**config.mk**
```make
export PLATFORM = sky130hd
export DESIGN_NAME = keypad_scanner
export DESIGN_NICKNAME = d
export VERILOG_FILES = /design/src/rtl/keypad_scanner.sv
export SDC_FILE = /design/constraint.sdc
export NUM_CORES = 1
export LEC_CHECK = 0
export ABC_AREA = 1
export BUFFER_PORTS_ARGS = -buffer_cell sky130_fd_sc_hd__buf_4
export CORE_MARGIN = 2
export CORE_UTILIZATION = 55
export DETAILED_ROUTE_END_ITERATION = 6
export HOLD_SLACK_MARGIN = 0.15
export PLACE_DENSITY = 0.84
export SLEW_MARGIN = 20
export SYNTH_ARGS = -nofsm -noshare
export SYNTH_HDL_FRONTEND = slang
export SYNTH_SLANG_ARGS = --single-unit
```
**constraint.sdc**
```tcl
create_clock -name clk -period 4.2 [get_ports clk]
set_input_delay 0.21 -clock clk [delete_from_list [all_inputs] [get_ports clk]]
set_output_delay 0.21 -clock clk [all_outputs]
set_load 0.01 [all_outputs]
```
**src/rtl/keypad_scanner.sv**
```systemverilog
// keypad_scanner
//   Walks the columns of a 4x4 keypad one-hot, samples the rows through a
//   2-FF synchronizer and debounces both press and release of a single key.
//   On an accepted press the column/row pair is latched one cycle before
//   key_pressed rises, so a rising-edge consumer always sees settled data.
//
// Ports
//   clk           : single clock, rising edge
//   rst           : asynchronous, active-high reset
//   row_in[3:0]   : raw rows, active-high, asynchronous to clk
//   col_out[3:0]  : one-hot column drive
//   col_shift_reg : one-hot column of the last accepted key
//   row_capture   : one-hot row of the last accepted key
//   key_pressed   : high while the accepted key is held (debounced)
module keypad_scanner #(
  parameter int SCAN_DIV        = 1000,
  parameter int DEBOUNCE_CYCLES = 10000
) (
  input  logic       clk,
  input  logic       rst,
  input  logic [3:0] row_in,
  output logic [3:0] col_out,
  output logic [3:0] col_shift_reg,
  output logic [3:0] row_capture,
  output logic       key_pressed
);

  localparam int DIV_W = (SCAN_DIV > 1) ? $clog2(SCAN_DIV) : 1;
  localparam int DB_W  = (DEBOUNCE_CYCLES > 1) ? $clog2(DEBOUNCE_CYCLES) : 1;
  localparam logic [DIV_W-1:0] DIV_LAST = DIV_W'(SCAN_DIV - 1);
  localparam logic [DB_W-1:0]  DB_LAST  = DB_W'(DEBOUNCE_CYCLES - 1);

  typedef enum logic [2:0] {
    SCAN     = 3'd0,
    DEBOUNCE = 3'd1,
    ARM      = 3'd2,
    PRESSED  = 3'd3,
    RELEASE  = 3'd4
  } state_t;

  state_t           state, state_n;
  logic [3:0]       s1, row_sync;
  logic [DIV_W-1:0] div_cnt, div_n;
  logic [DB_W-1:0]  db_cnt, db_n;
  logic [3:0]       cand, cand_n;
  logic [3:0]       col_n, csr_n, rcap_n;
  logic             kp_n;
  logic             row_onehot;
  logic [3:0]       col_next;

  // Ghosting / multi-key patterns are not one-hot and are never debounced.
  assign row_onehot = (row_sync != 4'b0000) && ((row_sync & (row_sync - 4'd1)) == 4'b0000);
  assign col_next   = {col_out[2:0], col_out[3]};

  always_ff @(posedge clk or posedge rst) begin
    if (rst) begin
      s1            <= 4'b0000;
      row_sync      <= 4'b0000;
      state         <= SCAN;
      div_cnt       <= '0;
      db_cnt        <= '0;
      cand          <= 4'b0000;
      col_out       <= 4'b0001;
      col_shift_reg <= 4'b0000;
      row_capture   <= 4'b0000;
      key_pressed   <= 1'b0;
    end else begin
      s1            <= row_in;
      row_sync      <= s1;
      state         <= state_n;
      div_cnt       <= div_n;
      db_cnt        <= db_n;
      cand          <= cand_n;
      col_out       <= col_n;
      col_shift_reg <= csr_n;
      row_capture   <= rcap_n;
      key_pressed   <= kp_n;
    end
  end

  always_comb begin
    state_n = state;
    div_n   = div_cnt;
    db_n    = db_cnt;
    cand_n  = cand;
    col_n   = col_out;
    csr_n   = col_shift_reg;
    rcap_n  = row_capture;
    kp_n    = key_pressed;
    unique case (state)
      SCAN: begin
        if (div_cnt == DIV_LAST) begin
          div_n = '0;
          // Decide only at the end of the dwell so the synchronizer has
          // caught up with the rows of the column currently driven.
          if (row_onehot) begin
            cand_n  = row_sync;
            db_n    = '0;
            state_n = DEBOUNCE;
          end else begin
            col_n = col_next;
          end
        end else begin
          div_n = div_cnt + DIV_W'(1);
        end
      end
      DEBOUNCE: begin
        if (row_sync != cand) begin
          state_n = SCAN;
          col_n   = col_next;
          div_n   = '0;
        end else if (db_cnt == DB_LAST) begin
          csr_n   = col_out;
          rcap_n  = cand;
          state_n = ARM;
        end else begin
          db_n = db_cnt + DB_W'(1);
        end
      end
      ARM: begin
        // Data was latched last cycle; strobe now so it is already stable.
        kp_n    = 1'b1;
        state_n = PRESSED;
      end
      PRESSED: begin
        if (row_sync != cand) begin
          db_n    = '0;
          state_n = RELEASE;
        end
      end
      RELEASE: begin
        if (row_sync == cand) begin
          state_n = PRESSED;
        end else if (db_cnt == DB_LAST) begin
          kp_n    = 1'b0;
          state_n = SCAN;
          col_n   = col_next;
          div_n   = '0;
        end else begin
          db_n = db_cnt + DB_W'(1);
        end
      end
      default: state_n = SCAN;
    endcase
  end

endmodule

```
==> results.toml, run 1 <==
[status]
run_status = "completed"

[layout]
drive_gt1_frac = 0.148
largest_reg_flops = 14
final_cell_mix = "143 x nand2_1, 51 x dfrtp_1, 44 x nand3_1, 40 x nor2_1, 38 x inv_1"
final_common_cell = "nand2_1"
top_regs = "db_cnt: 14 flops, div_cnt: 10 flops"
antennaDiodeCount = 0
syn_to_final_growth_pct = 9.44
top_register = "db_cnt"
fillers = 488
nets = 440

[global_route]
grt_pass1_vias = 2555
grt_overflow = 0
antenna_found_initial = 0
grt_usage = 0.217
grt_first_pass_wirelength_mm = 10.9
grt_start_max_net_pins = 53

[critical_path]
worstSetupPathType = "reg -> reg"
cp_max_fo = 15
cp.required_ns = 4.40
end_kind = "register"
worstPathArrival_ns = 2.15
cp-start-kind = "register"

[timing]
fin_ws_ns = 2.25
skew_ns = 0.0111
fmax_mhz = 513
period_minus_slack_ns = 1.95
hold_viol = 0
worst_pin_slew_ns = 0.874
worst_hold_slack_ns = 0.357
setup_viol = 0
slew_headroom = 0.417
period_share = 0.464
slew_viol_final = 0
fin_tns_setup_ns = 0
rsz0062_at_grt = "false"

[clock_network]
cts_tree = "built"
cts_buffer_depth = 2
cts.sinks = 52
clk_latency_ns = 0.31
post_cts_buffers = 0
numCtsBuffers = 5
clk_pin_slew_ns = 0.10
root_buffer = "clkbuf_8"
htreeDepth = 2

[detailed_routing]
drtIter0Drc = 153
num_vias = 2675
postRouteAntennaNets = 0
drc = 0
routed_wl_mm = 6.16
wire_per_inst_um = 12.2
first_pass_iters = 5
vias_per_cell = 5.30

[logic_synthesis]
synth-seq-cells = 52
synthesis.nets = 418
syn_area_per_cell_um2 = 7.43
syn-instance-count = 410
mappedNetlistArea_mm2 = 0.00305
synth_cell_types = 33
synth.yosys.seq_area_share = 0.427
yosys_warnings = 0

[placed_design]
io_buffers = 18
preCtsSetupSlack_ns = 2.25
dp_hpwl_mm = 4.39
gp_congestion = 0.919

[power]
p_leak_nw = 1.65
power_density_mw_per_mm2 = 248
irDropWorstVdd_mv = 0.233

[floorplan]
core_mm2 = 0.00544
row_count = 27
die_w_um = 78.4
num_io_pins = 19
die_h_um = 78.4
start_util = 0.560
die_area_mm2 = 0.00615

[worst_hold_path]
min_path_type = "reg -> reg"

[run]
cap_violations = 0
routing by layer:
layer	GRT usage	up-vias	share of wire
li1	-	1354	-
met1	0.274	1246	0.45
met2	0.379	62	0.49
met3	0.0322	13	0.034
met4	0.0789	0	0.021
met5	0	-	0
cells in the mapped netlist, drive strengths merged:
library cell	n	share of area
a21oi	1	0.0029
and3	1	0.0021
buf	7	0.024
clkbuf	1	0.0012
dfrtp	51	0.42
dfstp	1	0.0086
ha	2	0.0082
inv	43	0.053
nand2	152	0.20
nand3	45	0.076
nand3b	4	0.0099
nand4	14	0.029
nor2	45	0.066
nor3	4	0.0082
nor3b	3	0.0074
o211ai	1	0.0025
o21ai	25	0.060
o21bai	2	0.0049
o22ai	1	0.0021
or2	2	0.0041
xor2	5	0.014
report_power, final:
part / total [W] / switching [W] / internal, W
registers: 0.000506 / 0.00000189 / 0.000504
logic: 0.0000304 / 0.0000199 / 0.0000105
clock network: 0.000292 / 0.000173 / 0.000119
worst max-delay path, cell delays in order, from the launching register on:
cell and delay (ns):
dfrtp_1 0.41, ha_1 0.20, nand2_1 0.12, nor2_1 0.11
nand3_1 0.09, nand2_1 0.11, inv_1 0.08, nor2_4 0.36
nand2_4 0.19, nand2_1 0.11, nand2_1 0.05
final timing paths:
kind	start	to	slack (ns)	cells past startpoint
max in group asynchronous	rst	db_cnt[2]	3.08	3
max reg2reg	div_cnt[0]	db_cnt[1]	2.25	10
max	div_cnt[0]	db_cnt[1]	2.25	10
min in group asynchronous	rst	db_cnt[9]	0.61	3
min	s1[0]	row_sync[0]	0.36	0
min reg2reg	s1[0]	row_sync[0]	0.36	0
final cells by class:
type / instances / area [um^2] / area share
timing repair buffer: 23 / 185 / 0.0555
inverter: 43 / 163 / 0.0488
multi-input combinational: 307 / 1510 / 0.452
tap: 72 / 90.1 / 0.0270
sequential: 52 / 1300 / 0.390
clock inverter: 2 / 16.3 / 0.00488
clock buffer: 6 / 72.6 / 0.0218
repair_timing:
action	in CTS	in global routing
hold buffers	4	1
endpoints found under the hold margin	4	44
gates resized for setup	0	0
kinds of logic (layout without fill, tap and decap cells):
family          count (synthesis)  after routing  share of synthesized area
buf+inv                        51             74                     0.0784
xor+xnor                        5              5                     0.0144
fa+ha+maj                       2              2                    0.00821
simple gates                  270            270                      0.400
compound gates                 30             30                     0.0718
flops                          52             52                      0.427
metrics by stage:
step | cell area (um^2) | instances | total power, W | util
finish | 3340 | 505 | 0.000829 | 0.613
global route | 3340 | 505 | 0.000860 | 0.613
CTS | 3320 | 504 | 0.000838 | 0.611
detailed placement | 3200 | 492 | 0.000543 | 0.588
global placement | 3200 | 492 | 0.000543 | 0.588
floorplan | 3050 | 410 | 0.000535 | -
Note: power is estimated with default switching activity, not from simulation.
==> inputs of run 2 (changes only) <==
==> constraint.sdc (replaced) <==
create_clock -name clk -period 1.8 [get_ports clk]
set_input_delay 0.09 -clock clk [delete_from_list [all_inputs] [get_ports clk]]
set_output_delay 0.09 -clock clk [all_outputs]
set_load 0.01 [all_outputs]
==> results.toml, run 2 (same netlist as run 1, synthesis figures left out) <==
[status]
run_status = "completed"

[critical_path]
cp.required_ns = 2.01
crit_path_max_incr_delay_ns = 0.43
end_kind = "register"
slowest_stage = "dfrtp_1"
r2r-end = "col_out[1]"
cp-start-kind = "register"
worstSetupPathType = "reg -> reg"
path_buf_inv = 0
reg2regPathDepth = 8
r2r_start = "db_cnt[1]"
reg2reg_slack_ns = 0.13
worstPathArrival_ns = 1.88
cp_common_cell = "nand2_1"
cp_max_fo = 4
worstPathCellList = "ha_4 > nand3_1 > nor2_1 > nand2_1 > a21oi_4 > nand3_2 > nand2_1 > nand2_1"
crit_family = "simple AND/OR/NAND/NOR gates"

[power]
irDropWorstVdd_mv = 0.441
p_leak_nw = 1.76
power_density_mw_per_mm2 = 545
finalPower_w = 0.00194

[placed_design]
placed_area_mm2 = 0.00333
dp_hpwl_mm = 4.65
preCtsSetupSlack_ns = 0.0317
io_buffers = 18
gp_congestion = 0.879
dp_cells = 505

[layout]
drive_gt1_frac = 0.193
nets = 458
syn_to_final_growth_pct = 16.8
final_common_cell = "nand2_1"
final_cell_mix = "142 x nand2_1, 51 x dfrtp_1, 43 x nand3_1, 39 x nor2_1, 38 x inv_1"
fillers = 456
largest_reg_flops = 14
antennaDiodeCount = 0
final_cells = 523
fin_area_mm2 = 0.00356
top_regs = "db_cnt: 14 flops, div_cnt: 10 flops"
top_register = "db_cnt"

[timing]
slew_headroom = 0.691
period_share = 0.929
skew_ns = 0.00385
hold_viol = 0
setup_viol = 0
worst_hold_slack_ns = 0.348
fmax_mhz = 598
period_minus_slack_ns = 1.67
worst_pin_slew_ns = 0.459
slew_viol_final = 0
fin_ws_ns = 0.128

[clock_network]
clk_pin_slew_ns = 0.10
clk_latency_ns = 0.31
htreeDepth = 2
cts_buffer_depth = 2
numCtsBuffers = 5
root_buffer = "clkbuf_8"
cts.sinks = 52
cts_tree = "built"

[detailed_routing]
drc = 0
vias_per_cell = 5.37
drtIter0Drc = 172
postRouteAntennaNets = 0
first_pass_iters = 5
num_vias = 2811
routed_wl_mm = 6.65
wire_per_inst_um = 12.7

[floorplan]
num_io_pins = 19
die_h_um = 78.4
die_w_um = 78.4
die_area_mm2 = 0.00615
row_count = 27
core_mm2 = 0.00544
start_util = 0.560

[global_route]
grt_overflow = 0
grt_pass1_vias = 2641
grt_start_max_net_pins = 26
grt_first_pass_wirelength_mm = 11.4
grt_usage = 0.229
antenna_found_initial = 0

[worst_hold_path]
min_path_type = "in -> async"

[run]
cap_violations = 0
[run 2: cell types whose count changed in the layout (fill, tap and decap cells not counted), sizes merged]
cell / before / now
buf: 18 / 35
clkinv: 2 / 1
inv: 42 / 43
nand2: 152 / 153
[run 2: per-stage QoR]
step / utilization / setup TNS (ns)
3_3_place_gp: 0.612 / 0
6_report: 0.655 / 0
4_1_cts: 0.638 / 0
2_1_floorplan: - / 0
5_1_grt: 0.655 / -0.0462
3_5_place_dp: 0.612 / 0
[run 2: cell type report]
type	count	area, um^2	share of cell area
Multi-Input combinational cell	308	1560	0.438
Inverter	43	161	0.0453
Timing Repair Buffer	40	358	0.100
Clock inverter	2	16.3	0.00457
Sequential cell	52	1300	0.366
Clock buffer	6	72.6	0.0204
Tap cell	72	90.1	0.0253
[run 2: routing by layer]
| metal | routed length, um | global-route usage | vias to the layer above | share of wire |
|---|---|---|---|---|
| met2 | 3360 | 0.405 | 73 | 0.50 |
| met5 | 0 | 0 | - | 0 |
| met3 | 301 | 0.0391 | 6 | 0.045 |
| li1 | - | - | 1390 | - |
| met1 | 2920 | 0.286 | 1342 | 0.44 |
| met4 | 68 | 0.0684 | 0 | 0.010 |
[run 2: worst min-delay path, cell delays in order]
cell and delay (ns):
dlygate4sd3_1 0.54, buf_4 0.14, inv_2 0.34
[run 2: worst max-delay path by stage]
stage                endpoint  cells after the start  startpoint
2_1_floorplan  row_capture[0]                      9   db_cnt[0]
3_3_place_gp       div_cnt[7]                      8   db_cnt[1]
3_5_place_dp       div_cnt[3]                      8   db_cnt[1]
4_1_cts            div_cnt[7]                      8   db_cnt[1]
5_1_grt            db_cnt[10]                     10  div_cnt[0]
6_report           col_out[1]                      8   db_cnt[1]
[run 2: repair_timing]
action | in CTS | in global routing
hold buffers | 5 | 0
setup buffers | 0 | 4
endpoints found under the setup margin | 0 | 41
hold endpoints to repair | 46 | 0
resized for setup | 0 | 13
[run 2: power by group]
group | total, W | internal (W) | switching, W
logic | 0.0000783 | 0.0000301 | 0.0000481
clock network | 0.000680 | 0.000278 | 0.000402
registers | 0.00118 | 0.00118 | 0.00000532
total | 0.00194 | 0.00148 | 0.000456
==> inputs of run 3 (changes only) <==
--- a/config.mk
+++ b/config.mk
@@ -8,10 +8,10 @@
 export ABC_AREA = 1
 export BUFFER_PORTS_ARGS = -buffer_cell sky130_fd_sc_hd__buf_4
 export CORE_MARGIN = 2
-export CORE_UTILIZATION = 55
+export CORE_UTILIZATION = 57
 export DETAILED_ROUTE_END_ITERATION = 6
 export HOLD_SLACK_MARGIN = 0.15
-export PLACE_DENSITY = 0.84
+export PLACE_DENSITY = 0.87
 export SLEW_MARGIN = 20
 export SYNTH_ARGS = -nofsm -noshare
 export SYNTH_HDL_FRONTEND = slang
==> results.toml, run 3 (same netlist as run 1, synthesis figures left out) <==
[detailed_routing]
postRouteAntennaNets = 0
num_vias = 2734
drtIter0Drc = 202
first_pass_iters = 5
drc = 0
wire_per_inst_um = 12.0
routed_wl_mm = 6.24
vias_per_cell = 5.24

[layout]
final_common_cell = "nand2_1"
top_regs = "db_cnt: 14 flops, div_cnt: 10 flops"
drive_gt1_frac = 0.195
syn_to_final_growth_pct = 16.0
fillers = 420
nets = 459
fin_area_mm2 = 0.00353
largest_reg_flops = 14
antennaDiodeCount = 0
top_register = "db_cnt"
final_cell_mix = "143 x nand2_1, 51 x dfrtp_1, 44 x nand3_1, 38 x nor2_1, 37 x inv_1"

[placed_design]
gp_congestion = 0.909
placed_area_mm2 = 0.00331
io_buffers = 18
preCtsSetupSlack_ns = 0.0523
dp_hpwl_mm = 4.54

[critical_path]
worstSetupPathType = "reg -> reg"
end_kind = "register"
worstPathArrival_ns = 1.91
cp-start-kind = "register"
cp.required_ns = 2.01
cp_max_fo = 6

[floorplan]
die_h_um = 77.1
start_util = 0.593
row_count = 26
num_io_pins = 19
die_area_mm2 = 0.00595
die_w_um = 77.1
core_mm2 = 0.00514

[power]
irDropWorstVdd_mv = 0.463
power_density_mw_per_mm2 = 547
p_leak_nw = 1.76

[clock_network]
cts_buffer_depth = 2
clk_pin_slew_ns = 0.10
cts_tree = "built"
clk_latency_ns = 0.32
numCtsBuffers = 5
htreeDepth = 2
root_buffer = "clkbuf_8"
cts.sinks = 52

[global_route]
grt_pass1_vias = 2478
grt_overflow = 0
grt_start_max_net_pins = 28
grt_first_pass_wirelength_mm = 11.0
antenna_found_initial = 0
grt_usage = 0.229

[timing]
worst_pin_slew_ns = 0.552
slew_viol_final = 0
setup_viol = 0
rsz0062_at_grt = "true"
hold_viol = 0
slew_headroom = 0.631
period_share = 0.947
period_minus_slack_ns = 1.70
fmax_mhz = 587
fin_tns_setup_ns = 0
fin_ws_ns = 0.0961
skew_ns = 0.00587

[worst_hold_path]
min_path_type = "reg -> reg"

[status]
run_status = "completed"

[run]
cap_violations = 0
[run 3: cell count changes in the layout (fill, tap and decap cells not counted), sizes merged]
| cell | before | now |
|---|---|---|
| buf | 35 | 37 |
| clkbuf | 6 | 5 |
| clkinvlp | 1 | 2 |
| nand2 | 153 | 152 |
[run 3: worst max-delay path, stage by stage (launching register included)]
cell and delay [ns]:
dfrtp_1 0.43, inv_1 0.10, nand3_1 0.09, inv_1 0.11, o211ai_1 0.43, nand3_1 0.27
nand2_1 0.11, nand2_1 0.06
[run 3: layout make-up]
class,count,area [um^2],area share
multi-input combinational,307,1520,0.431
sequential,52,1300,0.368
timing repair buffer,42,365,0.103
clock inverter,3,21.3,0.00602
tap,70,87.6,0.0248
clock buffer,5,68.8,0.0195
inverter,43,165,0.0467
[run 3: stage by stage]
step	power [W]	instances	util	hold slack (ns)
floorplan	0.00125	410	-	0.121
global placement	0.00127	501	0.645	0.168
detailed placement	0.00127	501	0.645	0.181
CTS	0.00196	514	0.672	0.359
global route	0.00201	522	0.688	0.363
finish	0.00193	522	0.688	0.356
[run 3: per-layer routing]
layer | part of all wire | global-route usage
met1 | 0.46 | 0.315
met4 | 0.014 | 0.0732
met5 | 0 | 0
met2 | 0.48 | 0.370
met3 | 0.039 | 0.0388
[run 3: final timing paths]
path,from,endpoint,cells after the start,slack (ns)
max in group asynchronous,rst,div_cnt[9],4,0.90
worst max-delay path,state[0],col_out[1],7,0.1
worst min register to register,s1[2],row_sync[2],0,0.36
worst min-delay path,s1[2],row_sync[2],0,0.36
worst max register to register,state[0],col_out[1],7,0.1
min in group asynchronous,rst,s1[2],3,0.37
[run 3: timing repair]
item | in CTS | in global routing
hold buffers | 5 | 0
setup buffers | 0 | 8
endpoints found under the setup margin | 0 | 36
gates resized for setup | 0 | 7
hold endpoints to repair | 28 | 0
[run 3: power breakdown]
part	switching, W	internal, W
registers	0.00000479	0.00118
clock network	0.000402	0.000276
logic	0.0000460	0.0000287
